File: config.mk
export PLATFORM = sky130hd
export DESIGN_NAME = mem_port_arbiter_flat
export DESIGN_NICKNAME = d
export VERILOG_FILES = /design/src/rtl/mem_port_arbiter_if.sv /design/src/rtl/mem_port_arbiter.sv /design/src/flat_wrapper.sv
export SDC_FILE = /design/constraint.sdc
export NUM_CORES = 1
export LEC_CHECK = 0
export BUFFER_PORTS_ARGS = -buffer_cell sky130_fd_sc_hd__buf_4
export CAP_MARGIN = 10
export CORE_ASPECT_RATIO = 0.8
export CORE_MARGIN = 10
export CORE_UTILIZATION = 30
export CTS_BUF_LIST = sky130_fd_sc_hd__clkbuf_16
export CTS_CLUSTER_DIAMETER = 200
export CTS_CLUSTER_SIZE = 10
export DETAILED_ROUTE_END_ITERATION = 7
export GPL_ROUTABILITY_DRIVEN = 0
export PLACE_DENSITY_LB_ADDON = 0.2
export SYNTH_ARGS = -nofsm -noshare
export SYNTH_HDL_FRONTEND = slang
export SYNTH_SLANG_ARGS = --single-unit
export TNS_END_PERCENT = 20
File: constraint.sdc
create_clock -name clk -period 3 [get_ports clk]
set_input_delay 0.3 -clock clk [delete_from_list [all_inputs] [get_ports clk]]
set_output_delay 0.3 -clock clk [all_outputs]
set_load 0.05 [all_outputs]
File: src/rtl/mem_port_arbiter_if.sv
// Bundle of the CPU and HOST request/ack ports, plus the busy/owner status,
// shared between the arbiter (slave) and the requesters (master).
interface mem_port_arbiter_if #(
    parameter int AW = 4,
    parameter int DW = 8
);
    logic          cpu_req;
    logic          cpu_we;
    logic [AW-1:0] cpu_addr;
    logic [DW-1:0] cpu_wdata;
    logic          cpu_ack;
    logic [DW-1:0] cpu_rdata;

    logic          host_req;
    logic          host_we;
    logic [AW-1:0] host_addr;
    logic [DW-1:0] host_wdata;
    logic          host_ack;
    logic [DW-1:0] host_rdata;

    logic          busy;
    logic          grant_host;

    modport slave (
        input  cpu_req, cpu_we, cpu_addr, cpu_wdata,
        output cpu_ack, cpu_rdata,
        input  host_req, host_we, host_addr, host_wdata,
        output host_ack, host_rdata,
        output busy, grant_host
    );

    modport master (
        output cpu_req, cpu_we, cpu_addr, cpu_wdata,
        input  cpu_ack, cpu_rdata,
        output host_req, host_we, host_addr, host_wdata,
        input  host_ack, host_rdata,
        input  busy, grant_host
    );
endinterface

File: src/rtl/mem_port_arbiter.sv
// Single-port 2^AW x DW memory shared by CPU and HOST through a 3-cycle req/ack FSM.
// Define ARB_ROUND_ROBIN_EN for round-robin ties; otherwise HOST has fixed priority.
module mem_port_arbiter #(
    parameter int AW = 4,
    parameter int DW = 8
) (
    input  logic              clk,
    input  logic              reset,
    mem_port_arbiter_if.slave bus
);
    typedef enum logic [1:0] {IDLE, ACCESS, RESP} state_t;

    state_t        state;
    state_t        state_next;
    logic          owner_host;
    logic          win_host;
    logic          any_req;
    logic          we_q;
    logic [AW-1:0] addr_q;
    logic [DW-1:0] wdata_q;
    logic [DW-1:0] cpu_rdata_q;
    logic [DW-1:0] host_rdata_q;
    logic [DW-1:0] access_data;
    logic [DW-1:0] mem [2**AW];

    assign any_req = bus.cpu_req | bus.host_req;

    always_comb begin
        state_next = state;
        win_host   = bus.host_req;
        if (bus.cpu_req && bus.host_req) begin
`ifdef ARB_ROUND_ROBIN_EN
            win_host = ~owner_host;
`else
            win_host = 1'b1;
`endif
        end
        case (state)
            IDLE:    if (any_req) state_next = ACCESS;
            ACCESS:  state_next = RESP;
            RESP:    state_next = IDLE;
            default: state_next = IDLE;
        endcase
    end

    // Owner starts as HOST so the first round-robin tie goes to the CPU.
    always_ff @(posedge clk or posedge reset) begin
        if (reset) begin
            state      <= IDLE;
            owner_host <= 1'b1;
            we_q       <= 1'b0;
            addr_q     <= '0;
            wdata_q    <= '0;
        end else begin
            state <= state_next;
            if (state == IDLE && any_req) begin
                owner_host <= win_host;
                we_q       <= win_host ? bus.host_we    : bus.cpu_we;
                addr_q     <= win_host ? bus.host_addr  : bus.cpu_addr;
                wdata_q    <= win_host ? bus.host_wdata : bus.cpu_wdata;
            end
        end
    end

    // A write echoes its own data back as the winner's read result.
    assign access_data = we_q ? wdata_q : mem[addr_q];

    always_ff @(posedge clk or posedge reset) begin
        if (reset) begin
            cpu_rdata_q  <= '0;
            host_rdata_q <= '0;
        end else if (state == ACCESS) begin
            if (owner_host) host_rdata_q <= access_data;
            else            cpu_rdata_q  <= access_data;
        end
    end

    // Array contents survive reset; the write commits only on the ACCESS edge.
    always_ff @(posedge clk) begin
        if (state == ACCESS && we_q) mem[addr_q] <= wdata_q;
    end

    assign bus.cpu_ack    = (state == RESP) && !owner_host;
    assign bus.host_ack   = (state == RESP) &&  owner_host;
    assign bus.cpu_rdata  = cpu_rdata_q;
    assign bus.host_rdata = host_rdata_q;
    assign bus.busy       = (state != IDLE);
    assign bus.grant_host = owner_host;
endmodule
File: src/flat_wrapper.sv
// flat-port wrapper written by rule: the top's interface ports become plain ports
module mem_port_arbiter_flat 
#(
    parameter int AW = 4,
    parameter int DW = 8
)
  (clk, reset, bus_cpu_req, bus_cpu_we, bus_cpu_addr, bus_cpu_wdata, bus_cpu_ack, bus_cpu_rdata, bus_host_req, bus_host_we, bus_host_addr, bus_host_wdata, bus_host_ack, bus_host_rdata, bus_busy, bus_grant_host);
  mem_port_arbiter_if #(.AW(AW), .DW(DW)) bus_i ();
  input  logic clk;
  input  logic reset;
  input wire logic [$bits(bus_i.cpu_req)-1:0] bus_cpu_req;
  input wire logic [$bits(bus_i.cpu_we)-1:0] bus_cpu_we;
  input wire logic [$bits(bus_i.cpu_addr)-1:0] bus_cpu_addr;
  input wire logic [$bits(bus_i.cpu_wdata)-1:0] bus_cpu_wdata;
  output wire logic [$bits(bus_i.cpu_ack)-1:0] bus_cpu_ack;
  output wire logic [$bits(bus_i.cpu_rdata)-1:0] bus_cpu_rdata;
  input wire logic [$bits(bus_i.host_req)-1:0] bus_host_req;
  input wire logic [$bits(bus_i.host_we)-1:0] bus_host_we;
  input wire logic [$bits(bus_i.host_addr)-1:0] bus_host_addr;
  input wire logic [$bits(bus_i.host_wdata)-1:0] bus_host_wdata;
  output wire logic [$bits(bus_i.host_ack)-1:0] bus_host_ack;
  output wire logic [$bits(bus_i.host_rdata)-1:0] bus_host_rdata;
  output wire logic [$bits(bus_i.busy)-1:0] bus_busy;
  output wire logic [$bits(bus_i.grant_host)-1:0] bus_grant_host;
  assign bus_i.cpu_req = bus_cpu_req;
  assign bus_i.cpu_we = bus_cpu_we;
  assign bus_i.cpu_addr = bus_cpu_addr;
  assign bus_i.cpu_wdata = bus_cpu_wdata;
  assign bus_cpu_ack = bus_i.cpu_ack;
  assign bus_cpu_rdata = bus_i.cpu_rdata;
  assign bus_i.host_req = bus_host_req;
  assign bus_i.host_we = bus_host_we;
  assign bus_i.host_addr = bus_host_addr;
  assign bus_i.host_wdata = bus_host_wdata;
  assign bus_host_ack = bus_i.host_ack;
  assign bus_host_rdata = bus_i.host_rdata;
  assign bus_busy = bus_i.busy;
  assign bus_grant_host = bus_i.grant_host;
  mem_port_arbiter #(.AW(AW), .DW(DW)) u_core (.clk(clk), .reset(reset), .bus(bus_i));
endmodule
==> summary.md <==
| Metric | Value |
|---|---|
| Yosys top cell area share | 0.583 |
| First-pass GRT wire length | 24800 µm |
| Crit path time final | 2.53 ns |
| Final Max Slew Viols | 0 |
| Worst min path class | input pin to register |
| Worst setup SP type | register |
| Share of layout cells above drive strength 1 | 0.298 |
| Nets@finish | between 500 and 600 |
| Via count | about 3800 |
| Post-DP HPWL | approximately 11000 µm |
| Post-synth cell types | 35 |
| Max Clock Skew | 0.0102 ns |
| WL/cell | 20.8 µm |
| Routed vias/inst | between 4 and 5 |
| Least-Margin Pin Slew | around 1.0 ns |
| # port buffers | 49 |
| Area contributors post-synth | edfxtp_1 58%, dfrtp_1 12%, mux2_2 6.5% |
| Register-to-register setup slack | 0.47 ns |
| RSZ-0062 raised after global routing | no |
| Number of global-route vias before repair | 4000 |
| Filler Cell Count | 2052 |
| Hold Crit Depth | 3 |
| Non-Filler Instances | 780 |
| Clk_lat worst skew | ~0.42 ns |
| Initial core utilization | 0.305 |
| CP max stage delay | 0.90 ns |
| Status | finished, final reports clean |
| Largest net degree at the start of global routing | 30 |
| Final-report hold violation count | 0 |
| Fmax | 395 MHz |
| # DRC | 0 |
| Setup TNS | 0 ns |
| Detailed Route Iter0 Violations | 295 |
| Setup bufs post-CTS | 0 |
| CP max-delay cell | dfrtp_2 |
| Clk sink count | 160 |
| Rel. slew slack | 0.302 |
| CP endpoint kind | register |
| Layout Area Growth over Synthesis | 20.6% |
| Clk root buf | clkbuf_16 |
| Max clock buf depth | 2 |
| GRT Total Usage | 0.118 |
| Post-Place Cells | 746 |
| Endpoints failing setup | 0 |
| Post-Syn Area | approximately 6600 µm² |
| Hold_ws | 0.182 ns |
| Die X | ~190 µm |
| Power per cell area | approximately 1000 nW/µm² |
| Worst path cell trace | buf_12 -> mux4_1 -> o22ai_1 -> o211a_1 -> o21ai_1 |
| Site row count | 48 |
| Congestion Overflow GR | 0 |
| Synth Register Bits | between 150 and 200 |
| IO Count | 50 |
| R2R depth | 5 |
| Critical path data required time | 3.30 ns |
| Kind of critical path | register to register |
| CTS H-tree depth | 4 |
| 1st-pass router iterations | 6 |
| Leak pwr | 0.00297 µW |
| VDD IR max | 0.376 mV |
| Post-Syn Instances | 422 |
| Final cycle utilization of the critical path | 0.843 |
| TritonCTS clock tree | done |
| Pre-CTS WS | 0.463 ns |
| Tot Pwr | 8290 µW |
| CTS resizes | 0 |
| Worst Path Max Fanout | 29 |
| CTS buffer count | 17 |
| Final worst slack | 0.470 ns |
| Mean post-synth cell area | 15.6 µm² |
| Max_cap viols | 0 |
| Warnings, synthesis | 0 |
| Core footprint | 21600 µm² |
| Worst EP arrival | 2.84 ns |
| Initial antenna violation count | 0 |
| DIE AREA | around 28000 µm² |
| Final wirelength | 16200 µm |
| Worst-path clk slew | 0.06 ns |
| Mapped Nets | approximately 450 |
| Die H | 153 µm |
| Largest area contributor in the netlist | edfxtp_1 |
| Sequential fraction of the synthesis area | 0.704 |
| Post-cts hold buffer count | 1 |
| ANT nets after route | 0 |
-- power breakdown --
group / leakage [µW] / internal, µW / switching, µW / total [µW]
Sequential: 0.00152 / 2970 / 671 / 3640
Clock: 0.000298 / 1260 / 840 / 2100
Combinational: 0.00115 / 1010 / 1540 / 2550
-- synthesized netlist by cell type (all sizes together) --
cell type / n
a21oi: 21
a222oi: 8
a22o: 1
and2: 2
and3: 1
and3b: 4
buf: 14
clkbuf: 9
dfrtp: 31
dfstp: 1
edfxtp: 128
inv: 2
mux2: 48
mux2i: 13
mux4: 8
nand2: 37
nand2b: 13
nand3: 1
nand3b: 1
nor2: 27
nor2b: 2
nor3: 5
nor3b: 4
o211a: 8
o21a: 1
o21ai: 20
o21bai: 4
o22ai: 8
-- area by class of cell --
| class | count | area [µm²] | area share |
|---|---|---|---|
| flip-flops and latches | 160 | 4650 | 0.584 |
| multi-input cells | 237 | 1820 | 0.228 |
| clock inverters | 14 | 125 | 0.0157 |
| well taps | 275 | 344 | 0.0432 |
| inverters | 2 | 7.51 | 0.000944 |
| repair buffers | 73 | 563 | 0.0708 |
| clock buffers | 18 | 450 | 0.0566 |
| diodes | 1 | 2.50 | 0.000315 |
-- critical path, delay by kind of cell (launching register included) --
kind / cells / cell delay (ns)
flip-flops: 1 / 0.90
multiplexers: 1 / 0.61
AO/OA/AOI/OAI: 3 / 0.61
buffers and inverters: 1 / 0.26
-- final timing paths --
| check | start | to |
|---|---|---|
| max | u_core.addr_q[1] | u_core.bus.host_rdata[5] |
| min | bus_cpu_req | u_core.bus.grant_host |
| max reg2reg | u_core.addr_q[1] | u_core.bus.host_rdata[5] |
| min reg2reg | u_core.bus.host_rdata[3] | u_core.bus.host_rdata[3] |
| max in group asynchronous | reset | u_core.bus.cpu_rdata[7] |
| min in group asynchronous | reset | u_core.wdata_q[7] |
-- metal layers --
layer,track usage,vias up,wire length [µm],share of wire
li1,-,1760,-,-
met1,0.171,1933,8030,0.50
met2,0.167,110,7180,0.44
met3,0.0312,12,904,0.056
met4,0.0310,0,107,0.0066
met5,0,-,0,0
-- layout by cell type, fill, tap and decap left out, types with 8 or more instances in the layout --
master,n
edfxtp_1,128
buf_4,71
mux2_2,38
nand2_1,37
dfrtp_1,30
nor2_1,27
a21oi_1,21
clkbuf_16,18
o21ai_1,16
mux2i_1,13
nand2b_1,13
o22ai_1,8
mux2_4,8
a222oi_1,8
o211a_1,8
-- registers in the layout (all words and copies together), names as in the netlist --
register,cells
u_core.addr_q,4
u_core.bus.cpu_rdata,8
u_core.bus.grant_host,1
u_core.bus.host_rdata,8
u_core.mem,128
u_core.state,2
u_core.wdata_q,8
u_core.we_q,1
-- logic make-up (layout without fill, tap and decap cells) --
kind of cell | count (synthesis) | after routing | share of synthesized area
other | 0 | 1 | 0
AO/OA/AOI/OAI | 71 | 71 | 0.0700
AND/OR/NAND/NOR | 97 | 97 | 0.0691
multiplexers | 69 | 69 | 0.136
buffers and inverters | 25 | 107 | 0.0201
flip-flops | 160 | 160 | 0.704
-- per-stage QoR --
stage,utilization,instance area (µm²)
floorplan,-,6600
global route,0.368,7950
finish,0.368,7960
global placement,0.341,7370
CTS,0.368,7950
detailed placement,0.341,7370
(Power assumes the default switching activity.)
